File: config.mk
export PLATFORM = sky130hd
export DESIGN_NAME = spell_trace_sequencer
export DESIGN_NICKNAME = d
export VERILOG_FILES = /design/src/rtl/spell_trace_sequencer_pkg.sv /design/src/rtl/spell_trace_sequencer_power_timer.sv /design/src/rtl/spell_trace_sequencer.sv
export SDC_FILE = /design/constraint.sdc
export NUM_CORES = 1
export LEC_CHECK = 0
export BUFFER_PORTS_ARGS = -buffer_cell sky130_fd_sc_hd__buf_2
export CAP_MARGIN = 20
export CORE_ASPECT_RATIO = 0.6
export CORE_MARGIN = 3
export CORE_UTILIZATION = 55
export CTS_CLUSTER_DIAMETER = 60
export DETAILED_ROUTE_END_ITERATION = 16
export PLACE_DENSITY = 0.93
export SYNTH_ARGS = -nofsm -noshare
export SYNTH_HDL_FRONTEND = slang
export SYNTH_SLANG_ARGS = --single-unit
File: constraint.sdc
create_clock -name clock -period 3.9 [get_ports clock]
set_input_delay 0.39 -clock clock [delete_from_list [all_inputs] [get_ports clock]]
set_output_delay 0.39 -clock clock [all_outputs]
set_load 0.02 [all_outputs]
File: src/rtl/spell_trace_sequencer_pkg.sv
// Shared definitions for the spell-trace round controller: FSM state codes,
// power-up mode encoding, default point values and the per-stroke amount rule.
package spell_trace_sequencer_pkg;

    localparam logic [1:0] ST_IDLE   = 2'd0;
    localparam logic [1:0] ST_TRACE  = 2'd1;
    localparam logic [1:0] ST_FINISH = 2'd2;

    typedef enum logic [1:0] {
        MODE_NONE   = 2'd0,
        MODE_BONUS  = 2'd1,
        MODE_DOUBLE = 2'd2
    } power_mode_e;

    localparam int unsigned DEF_POS_POINTS   = 300;
    localparam int unsigned DEF_NEG_POINTS   = 100;
    localparam int unsigned DEF_BONUS_POINTS = 150;

    // Magnitude of the command for one stroke; the add/subtract direction is the hit bit.
    function automatic logic [31:0] stroke_amount(
        input logic        hit,
        input logic [1:0]  mode,
        input logic [31:0] pos,
        input logic [31:0] neg,
        input logic [31:0] bonus
    );
        logic [31:0] amt;
        amt = neg;
        if (hit) begin
            case (mode)
                MODE_BONUS:  amt = pos + bonus;
                MODE_DOUBLE: amt = pos + pos;
                default:     amt = pos;
            endcase
        end
        return amt;
    endfunction

endpackage

File: src/rtl/spell_trace_sequencer_power_timer.sv
// Power-up mode register with a sample-driven down-counter; the mode
// falls back to none when the counter runs out.
module spell_trace_sequencer_power_timer
    import spell_trace_sequencer_pkg::*;
#(
    parameter int unsigned POWER_SAMPLES = 8
) (
    input  logic       clock,
    input  logic       reset,
    input  logic       clear,
    input  logic       load,
    input  logic [1:0] load_mode,
    input  logic       dec,
    output logic [1:0] mode
);

    logic [7:0] count;

    // A load wins over a decrement so a request in a sampling cycle keeps its full count.
    always_ff @(posedge clock or posedge reset) begin
        if (reset) begin
            mode  <= MODE_NONE;
            count <= 8'd0;
        end else if (clear) begin
            mode  <= MODE_NONE;
            count <= 8'd0;
        end else if (load) begin
            mode  <= load_mode;
            count <= 8'(POWER_SAMPLES);
        end else if (dec && count != 8'd0) begin
            count <= count - 8'd1;
            if (count == 8'd1) begin
                mode <= MODE_NONE;
            end
        end
    end

endmodule

File: src/rtl/spell_trace_sequencer.sv
// Round controller: counts strokes and hits for one round and issues one
// registered add/subtract command per sampled stroke to the accumulator.
module spell_trace_sequencer
    import spell_trace_sequencer_pkg::*;
#(
    parameter int unsigned STROKES       = 16,
    parameter int unsigned POS_POINTS    = DEF_POS_POINTS,
    parameter int unsigned NEG_POINTS    = DEF_NEG_POINTS,
    parameter int unsigned BONUS_POINTS  = DEF_BONUS_POINTS,
    parameter int unsigned POWER_SAMPLES = 8,
    localparam int IW = $clog2(STROKES + 1)
) (
    input  logic          clock,
    input  logic          reset,
    input  logic          start,
    input  logic          abort,
    input  logic          sample,
    input  logic          in_trace,
    input  logic          power_up1,
    input  logic          power_up4,
    output logic          upd_valid,
    output logic          upd_add,
    output logic [31:0]   upd_amount,
    output logic [IW-1:0] stroke_idx,
    output logic [IW-1:0] hit_count,
    output logic [1:0]    power_mode,
    output logic          busy,
    output logic          done
);

    logic [1:0]    state;
    logic          in_trace_st;
    logic          accept;
    logic          power_req;
    logic          power_clear;
    logic [1:0]    req_mode;
    logic [IW-1:0] idx_next;

    assign in_trace_st = (state == ST_TRACE);
    assign accept      = in_trace_st && sample && !abort;
    assign power_req   = in_trace_st && !abort && (power_up1 || power_up4);
    assign power_clear = abort || (state == ST_IDLE && start);
    assign req_mode    = power_up1 ? MODE_BONUS : MODE_DOUBLE;
    assign idx_next    = stroke_idx + 1'b1;

    assign busy = (state != ST_IDLE);
    assign done = (state == ST_FINISH) && !abort;

    spell_trace_sequencer_power_timer #(
        .POWER_SAMPLES(POWER_SAMPLES)
    ) u_power_timer (
        .clock     (clock),
        .reset     (reset),
        .clear     (power_clear),
        .load      (power_req),
        .load_mode (req_mode),
        .dec       (accept),
        .mode      (power_mode)
    );

    // The command uses the mode in force before any same-cycle power-up load.
    always_ff @(posedge clock or posedge reset) begin
        if (reset) begin
            state      <= ST_IDLE;
            upd_valid  <= 1'b0;
            upd_add    <= 1'b0;
            upd_amount <= 32'd0;
            stroke_idx <= '0;
            hit_count  <= '0;
        end else begin
            upd_valid <= 1'b0;
            if (abort) begin
                state <= ST_IDLE;
            end else begin
                case (state)
                    ST_IDLE: begin
                        if (start) begin
                            state      <= ST_TRACE;
                            stroke_idx <= '0;
                            hit_count  <= '0;
                        end
                    end
                    ST_TRACE: begin
                        if (sample) begin
                            upd_valid  <= 1'b1;
                            upd_add    <= in_trace;
                            upd_amount <= stroke_amount(in_trace, power_mode,
                                                        32'(POS_POINTS), 32'(NEG_POINTS),
                                                        32'(BONUS_POINTS));
                            stroke_idx <= idx_next;
                            hit_count  <= hit_count + IW'(in_trace);
                            if (idx_next == IW'(STROKES)) begin
                                state <= ST_FINISH;
                            end
                        end
                    end
                    ST_FINISH: state <= ST_IDLE;
                    default:   state <= ST_IDLE;
                endcase
            end
        end
    end

endmodule

## Yosys cells after proc, flatten, opt, wreduce, memory -nomap -nowiden

Index checks and enable logic that the tools add are counted.

- Register bits after elaboration: 56
- Output and inout bits: 48
- Input port bits: 8
- Logic and storage cells: 66

- Equality and inequality tests: 11
- Add/subtract/negate cells: 3
- Reductions and logical operators: 20
- Bitwise gates (word level): 1
- Multiplexer cells: 23

Operator list:

| cell | number |
|---|---|
| $mux 8 | 3 |
| $pmux 10 s2 | 1 |
| $pmux 5 s2 | 2 |
| $mux 2 | 9 |
| $mux 5 | 3 |
| $mux 10 | 1 |
| $eq 8x1->1 const B | 1 |
| $reduce_bool 8->1 | 1 |
| $sub 8x1->8 const B | 1 |
| $logic_and 1x1->1 | 7 |
| $ne 3x3->1 const B | 2 |
| $reduce_and 3->1 | 2 |
| $reduce_bool 3->1 | 2 |
| $add 5x1->5 | 1 |
| $add 5x1->5 const B | 1 |
| $eq 5x5->1 const B | 1 |
| $eq 2x1->1 const B | 2 |
| $eq 2x2->1 const B | 2 |
| $ne 2x2->1 const B | 2 |
| $pmux 2 s2 | 1 |
| $reduce_and 4->1 | 1 |
| $reduce_bool 2->1 | 2 |
| $mux 1 | 3 |
| $ne 3x2->1 const B | 1 |
| other kinds (5) | 6 |

## Longest topological paths before layout

- Word-level depth: 7
- Mapped depth: 7
- Gate-level depth less buffers: 6

## Cells and area by module

A second synthesis with hierarchy kept.

- Cell total of the unflattened synthesis: 190
- Area total of the unflattened synthesis: 1,795.5 um^2

Modules (own cells, without submodules):

| module | times used | seq. area each (um^2) | cells an instance | area each (um^2) |
|---|---|---|---|---|
| spell_trace_sequencer | 1 | 500.5 | 130 | 1,203.7 |
| spell_trace_sequencer_power_timer | 1 | 250.2 | 60 | 591.8 |

## Worst setup path before layout

No wires, ideal clock.

- Path kind: in2out
- Start: input abort
- End: output done
- Arrival: 1.074 ns
- Required time: 3.510 ns
- Path buffers: 1
- Cell stages on the path: 2
- Path slack: 2.436 ns
- Path through: buf_2 nor3b_1

- Word-level cells in the longest chain between the ends: 2

Ends and longest elaborated chain:

| element | RTL line | source |
|---|---|---|
| start, declared | spell_trace_sequencer.sv:16 | `input logic abort,` |
| $logic_not 1->1 | spell_trace_sequencer.sv:47 | `assign done = (state == ST_FINISH) && !abort;` |
| $logic_and 1x1->1 | spell_trace_sequencer.sv:47 |  |
| end, declared | spell_trace_sequencer.sv:28 | `output logic done` |

No other way between the ends.

## Worst setup path in the final report

- Start: register state[1]
- End: register hit_count[4]

- Word-level cells in the longest chain between the ends: 3
- Elaborated cells on any way between the ends: 7
- Classes of those cells: eq/ne: 3; mux: 1; reduce/logical: 3

Ends and longest elaborated chain:

| element | RTL line | source |
|---|---|---|
| start, declared | spell_trace_sequencer.sv:31 | `logic [1:0] state;` |
| start signal, assigned | spell_trace_sequencer.sv:64 | `state <= ST_IDLE;` |
| start signal, assigned | spell_trace_sequencer.sv:73 | `state <= ST_IDLE;` |
| start signal, assigned | spell_trace_sequencer.sv:78 | `state <= ST_TRACE;` |
| $eq 2x1->1 or $logic_not 2->1 (tied branches) | spell_trace_sequencer.sv:75 | `case (state)` |
| $ne 2x2->1 (no line) or $reduce_bool 2->1 (tied branches) | -- |  |
| $reduce_and 4->1 (no line) | -- |  |
| end signal, assigned | spell_trace_sequencer.sv:91 | `hit_count <= hit_count + IW'(in_trace);` |
| end, declared | spell_trace_sequencer.sv:25 | `output logic [IW-1:0] hit_count,` |

Parallel ways exist; a longest one is shown, timed or not.
A chain may end at the register's enable or synchronous reset.

==> impl_metrics.env <==
export IMPL_status="finished, final reports clean"
export IMPL_timing_hold_ws_ns=0.0730
export IMPL_reg2regPathDepth=4
export IMPL_hold_path_class="in2async"
export IMPL_crit_start="state[1]$_DFFE_PP0P_"
export IMPL_cp_arrival_ns=2.19
export IMPL_setup_tns_final_ns=0
export IMPL_reg2reg_from="state[1]$_DFFE_PP0P_"
export IMPL_vias_per_cell=5.42
export IMPL_rsz0062_at_grt="no"
export IMPL_cts_hold_repair_buffers=0
export IMPL_grt_max_degree=24
export IMPL_num_io_pins=56
export IMPL_layout_nets=240
export IMPL_grt_pass1_wl_mm=5.79
export IMPL_antenna_found_initial=0
export IMPL_finalCriticalPeriod_ns=1.99
export IMPL_p_sw_share_pct=34.0
export IMPL_wl_per_cell_um=14.0
export IMPL_dp_cells=258
export IMPL_yosysWarnings=0
export IMPL_grt_util_all_layers_pct=18.8
export IMPL_dieArea_um2=4090
export IMPL_regToRegSetupSlack_ns=1.91
export IMPL_tightest_slew_ns=0.645
export IMPL_pwr_share_comb_pct=24.3
export IMPL_regArea_um2=751
export IMPL_maxSlewHeadroom_pct=56.7
export IMPL_crit_end="hit_count[4]$_DFFE_PP0P_"
export IMPL_required_ns=4.10
export IMPL_slew_viol_final=0
export IMPL_avgSynthCellArea_um2=9.45
export IMPL_fp_coreArea_um2=3020
export IMPL_drtAntennaViolNets=0
export IMPL_place_congestion=0.930
export IMPL_p_seq_share_pct=44.8
export IMPL_drt_wl_total_mm=3.72
export IMPL_clock_path_buffers=2
export IMPL_p_leak_uw=0.00101
export IMPL_final_hold_violation_count=0
export IMPL_layout_drive_gt1_share_pct=22.3
export IMPL_maxCapViolCount=0
export IMPL_cts_buffers_inserted=5
export IMPL_firstDrtPassIters=4
export IMPL_portBuffers=32
export IMPL_clock_latency_ns=0.28
export IMPL_multi_input_area_um2=877
export IMPL_peakVddDrop_uv=215
export IMPL_startpoint_type="flop"
export IMPL_fin_skew_ns=0.00472
export IMPL_start_util_pct=60.7
export IMPL_post_route_drc_count=0
export IMPL_first_global_vias=1209
export IMPL_cts_setup_buffers=0
export IMPL_netlist_area_um2=1830
export IMPL_area_growth_pct=9.48
export IMPL_row_count=15
export IMPL_ys_flop_type="dfrtp_1"
export IMPL_synth_cell_types=44
export IMPL_synth_edff_count=0
export IMPL_dp_hpwl_mm=2.80
export IMPL_p_switching_uw=282
export IMPL_gr_total_overflow=0
export IMPL_clock_power_share_pct=30.9
export IMPL_insertedDiodeCount=0
export IMPL_htree_levels=2
export IMPL_ys_seq_elements=30
export IMPL_tritoncts="built"
export IMPL_clk_root_buffer_cell="clkbuf_8"
export IMPL_final_cells=266
export IMPL_cts_clk_slew_worst_paths_ns=0.06
export IMPL_fin_crit_sh_pct=51.0
export IMPL_timing_rr_end="hit_count[4]$_DFFE_PP0P_"
export IMPL_p_int_uw=549
export IMPL_power_density_nw_per_um2=414
export IMPL_crit_path_end_kind="flop"
export IMPL_n_fill_cell=253
export IMPL_fmax_mhz=503
export IMPL_finalSetupViolations=0
export IMPL_async_reset_ff_share_pct=100
export IMPL_ys_seq_area_share_pct=40.9
export IMPL_crit_fanout=16
export IMPL_stdcell_area_um2=2010
export IMPL_path_class="reg2reg"
export IMPL_syn_inst=194
export IMPL_clock_sinks=30
export IMPL_place_area_um2=1920
export IMPL_drtIter0Drc=120
export IMPL_die_x_um=80.6
export IMPL_cts_resized=0
export IMPL_die_h_um=50.7
export IMPL_via_count=1442
## synthesized netlist by cell type, drive strengths merged (3+ instances only)
master   n  area share (%)
buf     32              13
dfrtp   30              41
o21ai   17             4.6
nand2   15             3.1
nor2    15             3.1
inv     13             2.7
ha       9             6.1
a31oi    6             2.0
a21oi    5             1.6
a22o     5             2.4
nand4    5             1.7
nand2b   4             1.4
nor3     4             1.1
nor3b    3             1.2
## worst max-delay path, cell delays in order (launching register included)
cell	delay (ns)
dfrtp_1	0.51
nand4bb_1	0.66
inv_2	0.47
nand4_1	0.13
o21ai_0	0.14
## metrics by stage
| stage | utilization (%) | worst slack (ns) | power [uW] |
|---|---|---|---|
| 2_1_floorplan | - | 2.44 | 539 |
| 3_3_place_gp | 62.5 | 1.98 | 569 |
| 3_5_place_dp | 63.4 | 1.90 | 580 |
| 4_1_cts | 66.5 | 1.91 | 833 |
| 5_1_grt | 66.5 | 1.72 | 873 |
| 6_report | 66.5 | 1.91 | 832 |
## layout make-up
class / count / share of cell area (%)
Timing Repair Buffer: 33 / 9.35
Clock inverter: 1 / 0.249
Sequential cell: 30 / 37.4
Tap cell: 42 / 2.62
Clock buffer: 7 / 4.30
Inverter: 13 / 2.43
Multi-Input combinational cell: 140 / 43.7
## worst min path at each step
stage,end,slack (ns),cells past startpoint
3_5_place_dp,upd_amount[5]$_DFFE_PP0P_,0.37,2
3_3_place_gp,upd_add$_DFFE_PP0P_,0.46,2
6_report,upd_amount[5]$_DFFE_PP0P_,0.07,2
2_1_floorplan,hit_count[0]$_DFFE_PP0P_,0.48,1
4_1_cts,upd_amount[5]$_DFFE_PP0P_,0.08,2
5_1_grt,hit_count[0]$_DFFE_PP0P_,0.1,2
## routing by layer
layer	wire length, um	GRT usage [%]	part of all wire, %
met1	1680	26.2	45
met2	1660	27.7	45
met3	349	6.81	9.4
met5	0	0	0
met4	24	4.21	0.65
## cell families after synthesis
family,Yosys count,share of synthesized area (%)
AOI/OAI and AO/OA,43,16.2
xor gates and xnor gates,3,1.43
adders and majority gates,9,6.14
buffers and inverters,46,15.8
DFF,30,40.9
muxes,2,1.09
other,1,0.204
and+or+nand+nor,60,18.3
## power by group through the flow
stage	combinational, uW	clock [uW]	sequential, uW
6_report	202	257	372
5_1_grt	223	272	377
4_1_cts	203	259	372
3_5_place_dp	203	0	377
3_3_place_gp	192	0	377
2_1_floorplan	133	0	405
## flip-flops by register name, indices dropped and copies added, names as in the netlist
| name | cells |
|---|---|
| hit_count | 5 |
| state | 2 |
| stroke_idx | 5 |
| u_power_timer.count | 8 |
| u_power_timer.mode | 2 |
| upd_add | 1 |
| upd_amount | 6 |
| upd_valid | 1 |
## placed cells by master, fill, tap and decap left out, types with 2 or more instances in the layout
cell type | synthesis | routed
o21ai_0 | 17 | 17
nand4_1 | 5 | 5
a21oi_1 | 4 | 4
conb_1 | 1 | 23
nand2_1 | 15 | 15
inv_1 | 12 | 12
buf_2 | 3 | 32
nand2b_1 | 4 | 4
nand3_1 | 2 | 2
a22o_1 | 5 | 5
ha_1 | 9 | 9
dfrtp_1 | 30 | 30
mux2i_1 | 2 | 2
nor3_1 | 4 | 4
nor3b_1 | 3 | 3
nor2_1 | 15 | 15
nor4b_1 | 2 | 2
and4bb_2 | 2 | 2
clkbuf_8 | 0 | 6
a31oi_1 | 6 | 6
xor2_1 | 2 | 2
(Power assumes the default switching activity.)
